**src/rtl/i2c_target_regs.sv**
```systemverilog
// rtl/i2c_target_regs.sv - I2C target with a small register bank
// Filtered SCL/SDA feed one bus FSM; SDA is only ever pulled low, and only after SCL falls.
module i2c_target_regs #(
   parameter logic [6:0] DEV_ADDR = 7'h42,
   parameter int         NREG     = 4,
   parameter int         FILT     = 3
) (
   input  logic                      clk,
   input  logic                      rst,
   input  logic                      scl_in,
   input  logic                      sda_in,
   output logic                      sda_oe,
   output logic [8*NREG-1:0]         regs_flat,
   output logic                      wr_pulse,
   output logic [$clog2(NREG)-1:0]   wr_idx,
   output logic [7:0]                wr_data,
   output logic                      busy
);
   localparam int IW = $clog2(NREG);
   localparam int CW = $clog2(FILT + 1);
   localparam logic [CW-1:0] FMAX = CW'(FILT - 1);

   typedef enum logic [3:0] {
      IDLE, ADDR, ADDR_ACK, PTR, PTR_ACK, WDATA, WDATA_ACK, RDATA, RDATA_ACK, WAIT_STOP
   } state_t;

   // index 0 = SCL, index 1 = SDA; everything resets to the idle-high bus level
   logic [1:0]    r_s1, r_s2, r_filt, r_fprev;
   logic [CW-1:0] r_fcnt [2];

   always_ff @(posedge clk or negedge rst) begin
      if (!rst) begin
         r_s1     <= 2'b11;
         r_s2     <= 2'b11;
         r_filt   <= 2'b11;
         r_fprev  <= 2'b11;
         r_fcnt[0] <= '0;
         r_fcnt[1] <= '0;
      end else begin
         r_s1    <= {sda_in, scl_in};
         r_s2    <= r_s1;
         r_fprev <= r_filt;
         for (int i = 0; i < 2; i++) begin
            if (r_s2[i] == r_filt[i]) begin
               r_fcnt[i] <= '0;
            end else if (r_fcnt[i] == FMAX) begin
               r_filt[i] <= r_s2[i];
               r_fcnt[i] <= '0;
            end else begin
               r_fcnt[i] <= r_fcnt[i] + 1'b1;
            end
         end
      end
   end

   logic w_scl, w_sda, w_scl_rise, w_scl_fall, w_start, w_stop;
   assign w_scl      = r_filt[0];
   assign w_sda      = r_filt[1];
   assign w_scl_rise = w_scl & ~r_fprev[0];
   assign w_scl_fall = ~w_scl & r_fprev[0];
   assign w_start    = w_scl & r_fprev[0] & r_fprev[1] & ~w_sda;
   assign w_stop     = w_scl & r_fprev[0] & ~r_fprev[1] & w_sda;

   state_t        r_state;
   logic [3:0]    r_bitcnt;
   logic [6:0]    r_shift;
   logic          r_rw, r_oe, r_busy, r_wr_pulse;
   logic [IW-1:0] r_ptr, r_wr_idx;
   logic [7:0]    r_wr_data;
   logic [7:0]    r_regs [NREG];

   logic [7:0]    w_byte, w_rd_byte;
   logic [IW-1:0] w_next_ptr;
   assign w_byte     = {r_shift, w_sda};
   assign w_rd_byte  = r_regs[r_ptr];
   assign w_next_ptr = r_ptr + 1'b1;

   always_ff @(posedge clk or negedge rst) begin
      if (!rst) begin
         r_state    <= IDLE;
         r_bitcnt   <= '0;
         r_shift    <= '0;
         r_rw       <= 1'b0;
         r_oe       <= 1'b0;
         r_busy     <= 1'b0;
         r_wr_pulse <= 1'b0;
         r_ptr      <= '0;
         r_wr_idx   <= '0;
         r_wr_data  <= '0;
         for (int i = 0; i < NREG; i++) r_regs[i] <= '0;
      end else begin
         r_wr_pulse <= 1'b0;
         if (w_stop) begin
            r_state <= IDLE;
            r_oe    <= 1'b0;
            r_busy  <= 1'b0;
         end else if (w_start) begin
            r_state  <= ADDR;
            r_oe     <= 1'b0;
            r_busy   <= 1'b1;
            r_bitcnt <= '0;
         end else begin
            case (r_state)
               ADDR, PTR, WDATA: if (w_scl_rise) begin
                  r_shift  <= {r_shift[5:0], w_sda};
                  r_bitcnt <= r_bitcnt + 1'b1;
                  if (r_bitcnt == 4'd7) begin
                     if (r_state == ADDR) begin
                        r_rw <= w_sda;
                        if (r_shift == DEV_ADDR) begin
                           r_state <= ADDR_ACK;
                        end else begin
                           r_state <= IDLE;
                           r_busy  <= 1'b0;
                        end
                     end else if (r_state == PTR) begin
                        r_ptr   <= w_byte[IW-1:0];
                        r_state <= PTR_ACK;
                     end else begin
                        r_regs[r_ptr] <= w_byte;
                        r_wr_pulse    <= 1'b1;
                        r_wr_idx      <= r_ptr;
                        r_wr_data     <= w_byte;
                        r_ptr         <= w_next_ptr;
                        r_state       <= WDATA_ACK;
                     end
                  end
               end
               // first fall pulls the ACK low, the second fall ends the slot
               ADDR_ACK, PTR_ACK, WDATA_ACK: if (w_scl_fall) begin
                  if (!r_oe) begin
                     r_oe <= 1'b1;
                  end else begin
                     r_bitcnt <= '0;
                     if (r_state == ADDR_ACK && r_rw) begin
                        r_shift <= w_rd_byte[6:0];
                        r_oe    <= ~w_rd_byte[7];
                        r_state <= RDATA;
                     end else begin
                        r_oe    <= 1'b0;
                        r_state <= (r_state == ADDR_ACK) ? PTR : WDATA;
                     end
                  end
               end
               RDATA: begin
                  if (w_scl_rise) begin
                     r_bitcnt <= r_bitcnt + 1'b1;
                  end else if (w_scl_fall) begin
                     if (r_bitcnt == 4'd8) begin
                        r_oe     <= 1'b0;
                        r_bitcnt <= '0;
                        r_state  <= RDATA_ACK;
                     end else begin
                        r_oe    <= ~r_shift[6];
                        r_shift <= {r_shift[5:0], 1'b0};
                     end
                  end
               end
               // r_bitcnt == 1 marks "controller ACKed, next byte goes out on the fall"
               RDATA_ACK: begin
                  if (w_scl_rise) begin
                     if (!w_sda) begin
                        r_ptr    <= w_next_ptr;
                        r_bitcnt <= 4'd1;
                     end else begin
                        r_oe    <= 1'b0;
                        r_state <= WAIT_STOP;
                     end
                  end else if (w_scl_fall && r_bitcnt == 4'd1) begin
                     r_shift  <= w_rd_byte[6:0];
                     r_oe     <= ~w_rd_byte[7];
                     r_bitcnt <= '0;
                     r_state  <= RDATA;
                  end
               end
               IDLE, WAIT_STOP: ;
               default: r_state <= IDLE;
            endcase
         end
      end
   end

   for (genvar g = 0; g < NREG; g++) begin : g_flat
      assign regs_flat[8*g +: 8] = r_regs[g];
   end

   assign sda_oe   = r_oe;
   assign wr_pulse = r_wr_pulse;
   assign wr_idx   = r_wr_idx;
   assign wr_data  = r_wr_data;
   assign busy     = r_busy;
endmodule

```
**config.mk**
```make
export PLATFORM = sky130hd
export DESIGN_NAME = i2c_target_regs
export DESIGN_NICKNAME = d
export VERILOG_FILES = /design/src/rtl/i2c_target_regs.sv
export SDC_FILE = /design/constraint.sdc
export NUM_CORES = 1
export LEC_CHECK = 0
export BUFFER_PORTS_ARGS = -buffer_cell sky130_fd_sc_hd__buf_2
export CORE_UTILIZATION = 56
export CTS_BUF_LIST = sky130_fd_sc_hd__clkbuf_8
export CTS_CLUSTER_SIZE = 16
export DETAILED_ROUTE_END_ITERATION = 12
export PLACE_DENSITY_LB_ADDON = 0.1
export REMOVE_ABC_BUFFERS = 1
export SLEW_MARGIN = 20
export SYNTH_ARGS = -nofsm -noshare
export SYNTH_HDL_FRONTEND = slang
export SYNTH_SLANG_ARGS = --single-unit
export TNS_END_PERCENT = 1
```
**constraint.sdc**
```tcl
create_clock -name clk -period 6.6 [get_ports clk]
set_input_delay 0.33 -clock clk [delete_from_list [all_inputs] [get_ports clk]]
set_output_delay 0.33 -clock clk [all_outputs]
set_load 0.05 [all_outputs]
```
==> impl_metrics.csv, run 1 <==
group,metric,value,unit
outcome,status,"finished, final reports clean",
cells_and_area,post-route-util,65.1,%
clock_network,clock_latency,0.34,ns
synth,synth_area,3980,um2
route,routed_via_density,5.95,
global_routing,grt_pass1_vias,2760,
timing,worst_slew_pin_slew,0.926,ns
global_routing,antenna_found_initial,0,
min_path,min_to,"r_s1[1]",
synth,synth_top_flop_cell,"dfrtp_1",
timing,rsz0062_at_grt,"false",
worst_setup_path,rr_worst_depth,6,
route,ant_nets,0,
route,drtIter0Drc,150,
clock_network,cts_tree,"done",
placed_design,hpwl,5540,um
placed_design,gp_congestion,0.897,
worst_setup_path,worstPathArrival,3.40,ns
synth,yosys_warnings,0,
min_path,min_delay_path_depth,1,
worst_setup_path,end_kind,"flop",
timing,fin_skew,0.0102,ns
floorplanning,die_x,86.3,um
worst_setup_path,cp.required,6.83,ns
worst_setup_path,rr_endpoint,"regs_flat[18]",
clock_network,cts.path.max_buffers,2,
timing,post-route-period-util,48.1,%
clock_network,cts_buffers,9,
timing,maxSlewViolCount,0,
worst_setup_path,crit_fanout,15,
worst_setup_path,crit_path_start,"r_filt[0]",
global_routing,grt_max_degree,76,
timing,tns,0,ns
clock_network,cts_setup_buffers,0,
route,drc_errors,0,
flow_run,drv_cap,0,
clock_network,cts_sinks,75,
min_path,min_from,"sda_in",
worst_setup_path,crit_path_cell_trace,"ha_1 > nand4b_1 > or2_2 > nor3_4 > nand2_2 > mux2_2",
worst_setup_path,critical_path_class,"reg -> reg",
route,wire_per_inst,17.5,um
global_routing,grt_pass1_wl,13900,um
global_routing,track_usage,24.7,%
route,dr.pass1.iters,4,
global_routing,grt.busiest_layer,"met2",
cells_and_area,drive_gt1_share,39.2,%
worst_setup_path,critPathSlowestCell,"nor3_4",
worst_setup_path,slowest_delay,0.66,ns
floorplanning,dieArea,7450,um2
timing,setup_viol,0,
floorplanning,fp.dieH,86.3,um
min_path,min_path_type,"in -> reg",
worst_setup_path,r2r-start,"r_filt[0]",
clock_network,postCtsResizedCells,0,
floorplanning,num_rows,30,
power,power.leakage,2.18,nW
global_routing,grt_use_met2,39.2,%
worst_setup_path,rrSetupSlack,3.43,ns
global_routing,grt_use_met1,33.1,%
floorplanning,io_pins,49,
synth,async_flop_share,100,%
synth,ys_seq_elements,75,
global_routing,use_met3,3.81,%
timing,min_period,3.17,ns
power,power.density,264,nW/um2
route,num_vias,2860,
synth,syn_avg_cell_area,11.7,um2
global_routing,overflow,0,
synth,synth_edf_count,0,
cells_and_area,antenna_cells,0,
cells_and_area,fin_nets,394,
cells_and_area,area_growth,11.8,%
synth,synth_cell_types,66,
clock_network,path_clk_slew,0.08,ns
route,wl,8400,um
timing,fmax,315,MHz
worst_setup_path,start_kind,"flop",
cells_and_area,fillers,549,
timing,relSlewSlack,38.3,%
floorplanning,core-area,6830,um2
timing,hold_slack,0.0810,ns
synth,yosysSeqAreaShare,47.4,%
placed_design,io_buffers,48,
synth,netlist_instances,339,
floorplanning,initial_core_util,58.3,%
power,peakVddDrop,0.164,mV
clock_network,cts-hold-fix-buffers,0,
clock_network,cts_root_buf,"clkbuf_8",
timing,hold_violations,0,
clock_network,h-tree-depth,3,
layout make-up:
cell class | count | area [um2] | area share (%)
multi-input combinational | 236 | 1970 | 44.3
sequential | 75 | 1890 | 42.4
timing repair buffer | 48 | 243 | 5.46
clock buffer | 9 | 124 | 2.78
tap | 96 | 120 | 2.70
clock inverter | 7 | 67.6 | 1.52
inverter | 10 | 37.5 | 0.844
where the power goes:
group          switching [W]  leakage (nW)  internal (W)
registers          0.0000730          1.01      0.000509
clock network       0.000174        0.0968      0.000173
logic               0.000138          1.07      0.000105
worst max-delay path: cells and delay by family, from the launching register on:
kind          cells  cell delay, ns
mux               1            0.35
fa+ha+maj         1            0.43
flops             1            0.58
simple gates      4            1.71
registers in the layout, summed over array words and instances, names as in the netlist, 2 cells and up:
signal	cells
wr_data	8
wr_idx	2
r_s2	2
r_bitcnt	4
r_fprev	2
regs_flat	32
r_fcnt	4
r_filt	2
r_state	4
r_ptr	2
r_shift	7
r_s1	2
cell usage after synthesis, drive strengths merged (3+ instances only):
cell / number / area (um2)
mux4: 8 / 180
nand3b: 4 / 30.0
dfstp: 8 / 210
mux2: 54 / 608
nand3: 6 / 30.0
o221ai: 3 / 26.3
nand2b: 4 / 25.0
mux2i: 3 / 30.0
buf: 10 / 56.3
nor2: 12 / 45.0
or2: 3 / 18.8
a21oi: 10 / 50.1
and2: 3 / 18.8
nor2b: 3 / 18.8
clkbuf: 8 / 30.0
nand2: 39 / 156
o31ai: 3 / 22.5
ha: 10 / 125
o21ai: 10 / 50.1
dfrtp: 67 / 1680
nand4: 3 / 18.8
inv: 10 / 37.5
a31o: 3 / 26.3
a211oi: 3 / 22.5
nor3: 8 / 51.3
cell usage in the layout (no fill, tap or decap), drive strengths merged, types with 3 or more instances in the layout:
cell / n
nand2b: 4
nand4: 3
clkbuf: 9
and2: 3
a21oi: 10
a31o: 3
o31ai: 3
or2: 3
mux4: 8
inv: 12
nand3: 6
nand3b: 4
buf: 48
nor2b: 3
nor2: 12
a211oi: 3
dfstp: 8
mux2: 54
nand2: 39
o221ai: 3
ha: 10
nor3: 8
mux2i: 3
dfrtp: 67
o21ai: 10
how the worst max path moves through the flow:
stage,endpoint,slack [ns],depth (start not counted)
floorplan,regs_flat[4],3.90,6
global placement,regs_flat[4],3.51,6
detailed placement,regs_flat[4],3.42,6
CTS,regs_flat[4],3.40,6
global route,regs_flat[4],3.17,6
finish,regs_flat[18],3.43,6
cells by family (layout without fill, tap and decap cells):
kind of cell / after synthesis / after routing / share of synthesized area [%]
compound gates: 53 / 53 / 9.87
xor+xnor: 3 / 3 / 0.660
fa+ha+maj: 10 / 10 / 3.14
buf+inv: 28 / 74 / 3.11
flops: 75 / 75 / 47.4
mux: 65 / 65 / 20.6
simple gates: 105 / 105 / 15.2
through the flow:
| step | total power [W] | setup slack [ns] | cell area [um2] | cells |
|---|---|---|---|---|
| 6_report | 0.00117 | 3.43 | 4450 | 481 |
| 3_3_place_gp | 0.000827 | 3.51 | 4260 | 465 |
| 5_1_grt | 0.00124 | 3.17 | 4450 | 481 |
| 3_5_place_dp | 0.000831 | 3.42 | 4260 | 465 |
| 2_1_floorplan | 0.000755 | 3.90 | 3890 | 321 |
| 4_1_cts | 0.00118 | 3.40 | 4450 | 481 |
per-layer routing:
metal	wire length [um]	share of wire (%)
met2	4050	48
met3	369	4.4
met5	0	0
met4	232	2.8
met1	3760	45
Note: power is estimated with default switching activity, not from simulation.
==> run 2, diff against run 1 <==
==> constraint.sdc (replaced) <==
create_clock -name clk -period 3.1 [get_ports clk]
set_input_delay 0.155 -clock clk [delete_from_list [all_inputs] [get_ports clk]]
set_output_delay 0.155 -clock clk [all_outputs]
set_load 0.05 [all_outputs]
==> impl_metrics.csv, run 2 (same netlist as run 1, synthesis figures left out) <==
group,metric,value,unit
timing,setup_viol,0,
timing,tns,0,ns
worst_setup_path,crit_fanout,8,
timing,post-route-period-util,82.4,%
route,wire_per_inst,17.7,um
floorplanning,die_x,86.3,um
clock_network,path_clk_slew,0.09,ns
power,clkPwrFrac,30.8,%
clock_network,postCtsResizedCells,0,
cells_and_area,post-route-util,66.7,%
floorplanning,dieArea,7450,um2
global_routing,grt_max_degree,76,
placed_design,hpwl,6000,um
global_routing,overflow,0,
timing,fmax,392,MHz
route,drtIter0Drc,146,
worst_setup_path,critical_path_class,"reg -> reg",
timing,worst_slew_pin_slew,0.936,ns
power,power.leakage,2.24,nW
cells_and_area,largest_reg_flops,32,
flow_run,drv_cap,0,
route,wl,8690,um
route,num_vias,2914,
placed_design,dp_worst_setup_slack,0.514,ns
clock_network,cts.path.max_buffers,2,
floorplanning,io_pins,49,
power,p_int,0.00171,W
cells_and_area,fillers,556,
power,p_switching,0.000862,W
power,p_seq_share,46.7,%
clock_network,cts_buffers,9,
timing,hold_violations,0,
cells_and_area,drive_gt1_share,40.4,%
global_routing,use_met3,4.19,%
cells_and_area,final_common_cell,"dfrtp_1",
clock_network,cts_root_buf,"clkbuf_8",
timing,fin_skew,0.0129,ns
route,ant_nets,0,
timing,setup_ws,0.547,ns
outcome,status,"finished, final reports clean",
timing,maxSlewViolCount,0,
clock_network,clock_latency,0.35,ns
clock_network,cts_sinks,75,
placed_design,gp_congestion,0.873,
worst_setup_path,end_kind,"flop",
global_routing,grt.busiest_layer,"met2",
timing,min_period,2.55,ns
power,p_comb_share,22.5,%
floorplanning,initial_core_util,58.3,%
timing,rsz0062_at_grt,"false",
global_routing,track_usage,25.2,%
worst_setup_path,worstPathArrival,2.80,ns
floorplanning,fp.dieH,86.3,um
floorplanning,core-area,6830,um2
clock_network,cts_tree,"done",
power,peakVddDrop,0.409,mV
floorplanning,num_rows,30,
cells_and_area,fin_nets,405,
min_path,min_path_type,"reg -> reg",
power,power.density,564,nW/um2
worst_setup_path,cp.required,3.34,ns
cells_and_area,antenna_cells,0,
global_routing,antenna_found_initial,0,
worst_setup_path,start_kind,"flop",
cells_and_area,area_growth,14.4,%
power,power,0.00257,W
placed_design,io_buffers,48,
route,drc_errors,0,
global_routing,grt_use_met2,40.7,%
route,dr.pass1.iters,6,
route,routed_via_density,5.92,
power,netSwitchingFraction,33.5,%
global_routing,grt_use_met1,34.6,%
cells_and_area,most-common-layout-cells,"dfrtp_1 (67), mux2_2 (53), buf_2 (47)",
global_routing,grt_pass1_wl,14200,um
global_routing,grt_pass1_vias,2770,
timing,relSlewSlack,37.6,%
clock_network,h-tree-depth,3,
run 2: cell types whose count changed in the layout (fill, tap and decap cells not counted):
cell / previous run / this run
inv_1: 11 / 10
inv_8: 0 / 1
clkinv_4: 0 / 2
inv_6: 1 / 2
clkinv_2: 2 / 0
dlygate4sd3_1: 0 / 3
clkinvlp_4: 2 / 1
buf_4: 1 / 9
run 2: final timing paths:
kind | start | end | slack, ns | cells after the start
worst max-delay path | r_filt[0] | regs_flat[4] | 0.55 | 6
worst min-delay path | r_s1[1] | r_s2[1] | 0.36 | 0
worst max register to register | r_filt[0] | regs_flat[4] | 0.55 | 6
max in group asynchronous | rst | wr_idx[0] | 2.01 | 2
min in group asynchronous | rst | sda_oe | 0.48 | 2
worst min register to register | r_s1[1] | r_s2[1] | 0.36 | 0
run 2: metal layers:
metal	vias up	part of all wire (%)
met3	14	3.9
met1	1467	45
met2	78	49
li1	1355	-
met5	-	0
met4	0	1.7
run 2: what timing repair did:
item                                   4_1_cts  5_1_grt
endpoints found under the hold margin       51        0
setup buffers                                0        0
hold buffers                                 3        0
run 2: area by class of cell:
type / count / area (um2) / area share (%)
Sequential cell: 75 / 1890 / 41.4
Clock inverter: 7 / 83.8 / 1.84
Clock buffer: 9 / 124 / 2.72
Timing Repair Buffer: 59 / 333 / 7.31
Tap cell: 96 / 120 / 2.64
Inverter: 10 / 37.5 / 0.824
Multi-Input combinational cell: 236 / 1970 / 43.2
run 2: power by group through the flow:
stage	Clock (W)	Sequential, W	Combinational, W
3_5_place_dp	0	0.00122	0.000574
6_report	0.000791	0.00120	0.000577
2_1_floorplan	0	0.00122	0.000388
4_1_cts	0.000806	0.00120	0.000578
3_3_place_gp	0	0.00121	0.000565
5_1_grt	0.000850	0.00122	0.000641
run 2: stage by stage:
stage	std cells	area [um2]	hold slack, ns
floorplan	321	3890	-0.141
global placement	473	4320	0.259
global route	492	4550	0.370
CTS	492	4550	0.362
detailed placement	473	4320	0.261
finish	492	4550	0.361
run 2: critical path, stage by stage, from the launching register on:
cell and delay, ns:
dfstp_2 0.59, ha_1 0.22, nand4b_1 0.16, or2_2 0.37, nor3_4 0.45, nand2_2 0.28, mux2_1 0.38
==> run 3, diff against run 2 <==
--- a/config.mk
+++ b/config.mk
@@ -5,6 +5,7 @@
 export SDC_FILE = /design/constraint.sdc
 export NUM_CORES = 1
 export LEC_CHECK = 0
+export ABC_AREA = 1
 export BUFFER_PORTS_ARGS = -buffer_cell sky130_fd_sc_hd__buf_2
 export CORE_UTILIZATION = 56
 export CTS_BUF_LIST = sky130_fd_sc_hd__clkbuf_8
==> constraint.sdc (replaced) <==
create_clock -name clk -period 2.57 [get_ports clk]
set_input_delay 0.1285 -clock clk [delete_from_list [all_inputs] [get_ports clk]]
set_output_delay 0.1285 -clock clk [all_outputs]
set_load 0.05 [all_outputs]
==> impl_metrics.csv, run 3 <==
group,metric,value,unit
timing,setup_viol,0,
worst_setup_path,crit_path_start,"r_filt[0]",
cells_and_area,antenna_cells,0,
power,power.leakage,2.38,nW
clock_network,cts.path.max_buffers,2,
clock_network,cts_tree,"done",
clock_network,h-tree-depth,3,
timing,hold_slack,0.357,ns
worst_setup_path,crit_fanout,21,
placed_design,gp_congestion,0.942,
clock_network,clock_latency,0.35,ns
synth,yosysMostFrequentCell,"nand2_1",
placed_design,place_inst,642,
floorplanning,die_x,87.5,um
power,power,0.00412,W
global_routing,overflow,0,
worst_setup_path,r2r-start,"r_filt[0]",
worst_setup_path,cp.required,2.79,ns
synth,synth-compound-area-share,14.0,%
worst_setup_path,slowest_delay,0.58,ns
clock_network,cts_root_buf,"clkbuf_8",
synth,ys_seq_elements,75,
synth,synth_area,4090,um2
synth,synth_adder_area_share,3.06,%
worst_setup_path,critPathSlowestCell,"dfstp_2",
flow_run,drv_cap,0,
min_path,min_from,"r_s1[1]",
timing,post-route-period-util,83.4,%
route,drc_errors,0,
synth,syn_avg_cell_area,8.01,um2
placed_design,hpwl,6990,um
power,power.density,897,nW/um2
worst_setup_path,end_kind,"flop",
global_routing,grt_pass1_vias,3376,
worst_setup_path,critical_path_class,"reg -> reg",
synth,synth_area_leaders,"dfrtp_1 (41%), nand2_1 (13%), o21ai_0 (5.6%)",
global_routing,grt_max_degree,76,
outcome,status,"finished, final reports clean",
synth,yosys_warnings,0,
clock_network,cts_buffers,9,
clock_network,postCtsResizedCells,0,
cells_and_area,area_growth,12.1,%
worst_setup_path,worstPathArrival,2.36,ns
floorplanning,num_rows,30,
power,peakVddDrop,0.493,mV
clock_network,cts_setup_buffers,0,
cells_and_area,final_area,4590,um2
cells_and_area,fillers,629,
floorplanning,dieArea,7660,um2
timing,tns,0,ns
synth,synth_top_area_cell,"dfrtp_1",
route,wl,10100,um
global_routing,antenna_found_initial,0,
min_path,min_path_type,"reg -> reg",
floorplanning,io_pins,49,
route,drtIter0Drc,324,
cells_and_area,most-common-layout-cells,"nand2_1 (137), dfrtp_1 (67), nor2_1 (52)",
clock_network,cts-hold-fix-buffers,3,
timing,maxSlewViolCount,0,
placed_design,placedInstanceArea,4370,um2
timing,min_period,2.14,ns
global_routing,grt_pass1_wl,16800,um
clock_network,cts_sinks,75,
route,dr.pass1.iters,5,
synth,synth_edf_count,0,
synth,synth_cell_types,32,
synth,yosys-top-cells-count,"nand2_1 (137), dfrtp_1 (67), nor2_1 (52)",
synth,netlist_instances,511,
cells_and_area,largest_reg_flops,32,
cells_and_area,final_common_cell,"nand2_1",
route,wire_per_inst,15.4,um
route,num_vias,3718,
worst_setup_path,path_delay_family,"simple AND/OR/NAND/NOR gates",
cells_and_area,drive_gt1_share,20.9,%
timing,hold_violations,0,
timing,worst_slew_pin_slew,0.926,ns
synth,synth_top_flop_cell,"dfrtp_1",
worst_setup_path,rrSetupSlack,0.43,ns
worst_setup_path,crit_path_cell_trace,"ha_1 > nand2_1 > nor2_4 > nand2_4 > inv_6 > nand2_4 > nand2_1 > o21ai_2",
floorplanning,initial_core_util,59.0,%
timing,rsz0062_at_grt,"false",
route,ant_nets,0,
timing,fin_skew,0.0106,ns
route,routed_via_density,5.63,
worst_setup_path,start_kind,"flop",
cells_and_area,fin_nets,574,
worst_setup_path,cp_num_buf_inv,1,
global_routing,track_usage,29.0,%
synth,synth_xor_area_share,0.642,%
clock_network,path_clk_slew,0.08,ns
timing,relSlewSlack,38.3,%
synth,synth_mux_area_share,0,%
floorplanning,core-area,6940,um2
synth,async_flop_share,100,%
synth,yosysSeqAreaShare,46.1,%
synth,synth_top_family_by_area,"simple AND/OR/NAND/NOR gates",
cells_and_area,finalNonFillerCells,660,
synth,yosys.area_share.simple,29.7,%
synth,synth_top_area_share,41.0,%
placed_design,io_buffers,48,
timing,fmax,466,MHz
floorplanning,fp.dieH,87.5,um
[run 3: cell count changes in the layout (fill, tap and decap cells not counted), moves of 7 or more]
cell     change
inv_1       +23
nand2_1    +102
mux2_2      -53
nand3_1     +28
mux4_2       -8
nor2_4       +7
o21ai_2     +12
nor2_1      +40
o21ai_0     +36
nand4_1      +7
o21ai_1     +21
[run 3: final timing paths]
kind	cells past startpoint	endpoint
setup / recovery	8	regs_flat[0]
hold / removal	0	r_s2[1]
setup reg to reg	8	regs_flat[0]
hold reg to reg	0	r_s2[1]
max in group asynchronous	2	r_shift[4]
min in group asynchronous	2	wr_idx[1]
[run 3: stage by stage]
| stage | utilization (%) | setup slack [ns] |
|---|---|---|
| global route | 66.1 | 0.259 |
| finish | 66.1 | 0.426 |
| global placement | 62.9 | 0.536 |
| detailed placement | 62.9 | 0.464 |
| CTS | 66.1 | 0.431 |
| floorplan | - | 0.760 |
[run 3: layout make-up]
| cell class | count | area, um2 | share of cell area (%) |
|---|---|---|---|
| Timing Repair Buffer | 54 | 295 | 6.43 |
| Inverter | 40 | 155 | 3.38 |
| Tap cell | 96 | 120 | 2.62 |
| Clock inverter | 5 | 55.1 | 1.20 |
| Multi-Input combinational cell | 380 | 1940 | 42.3 |
| Clock buffer | 10 | 138 | 3.00 |
| Sequential cell | 75 | 1890 | 41.1 |
[run 3: cell families (layout without fill, tap and decap cells)]
logic type / count (synthesis) / count (layout)
flip-flops: 75 / 75
AO/OA/AOI/OAI: 101 / 101
XOR/XNOR: 3 / 3
buffers and inverters: 56 / 109
adder cells (fa/ha/maj): 10 / 10
AND/OR/NAND/NOR: 266 / 266
[run 3: routing by layer]
layer	vias to the layer above	GRT usage (%)	part of all wire [%]
met5	-	0	0
met4	0	9.84	1.2
met3	18	5.50	6.4
met2	140	43.8	47
met1	1788	42.2	46
li1	1772	-	-
[run 3: power breakdown]
part | internal [W] | total, W | switching (W)
combinational | 0.000501 | 0.00171 | 0.00121
clock | 0.000466 | 0.000900 | 0.000434
sequential | 0.00136 | 0.00151 | 0.000153
total | 0.00233 | 0.00412 | 0.00179
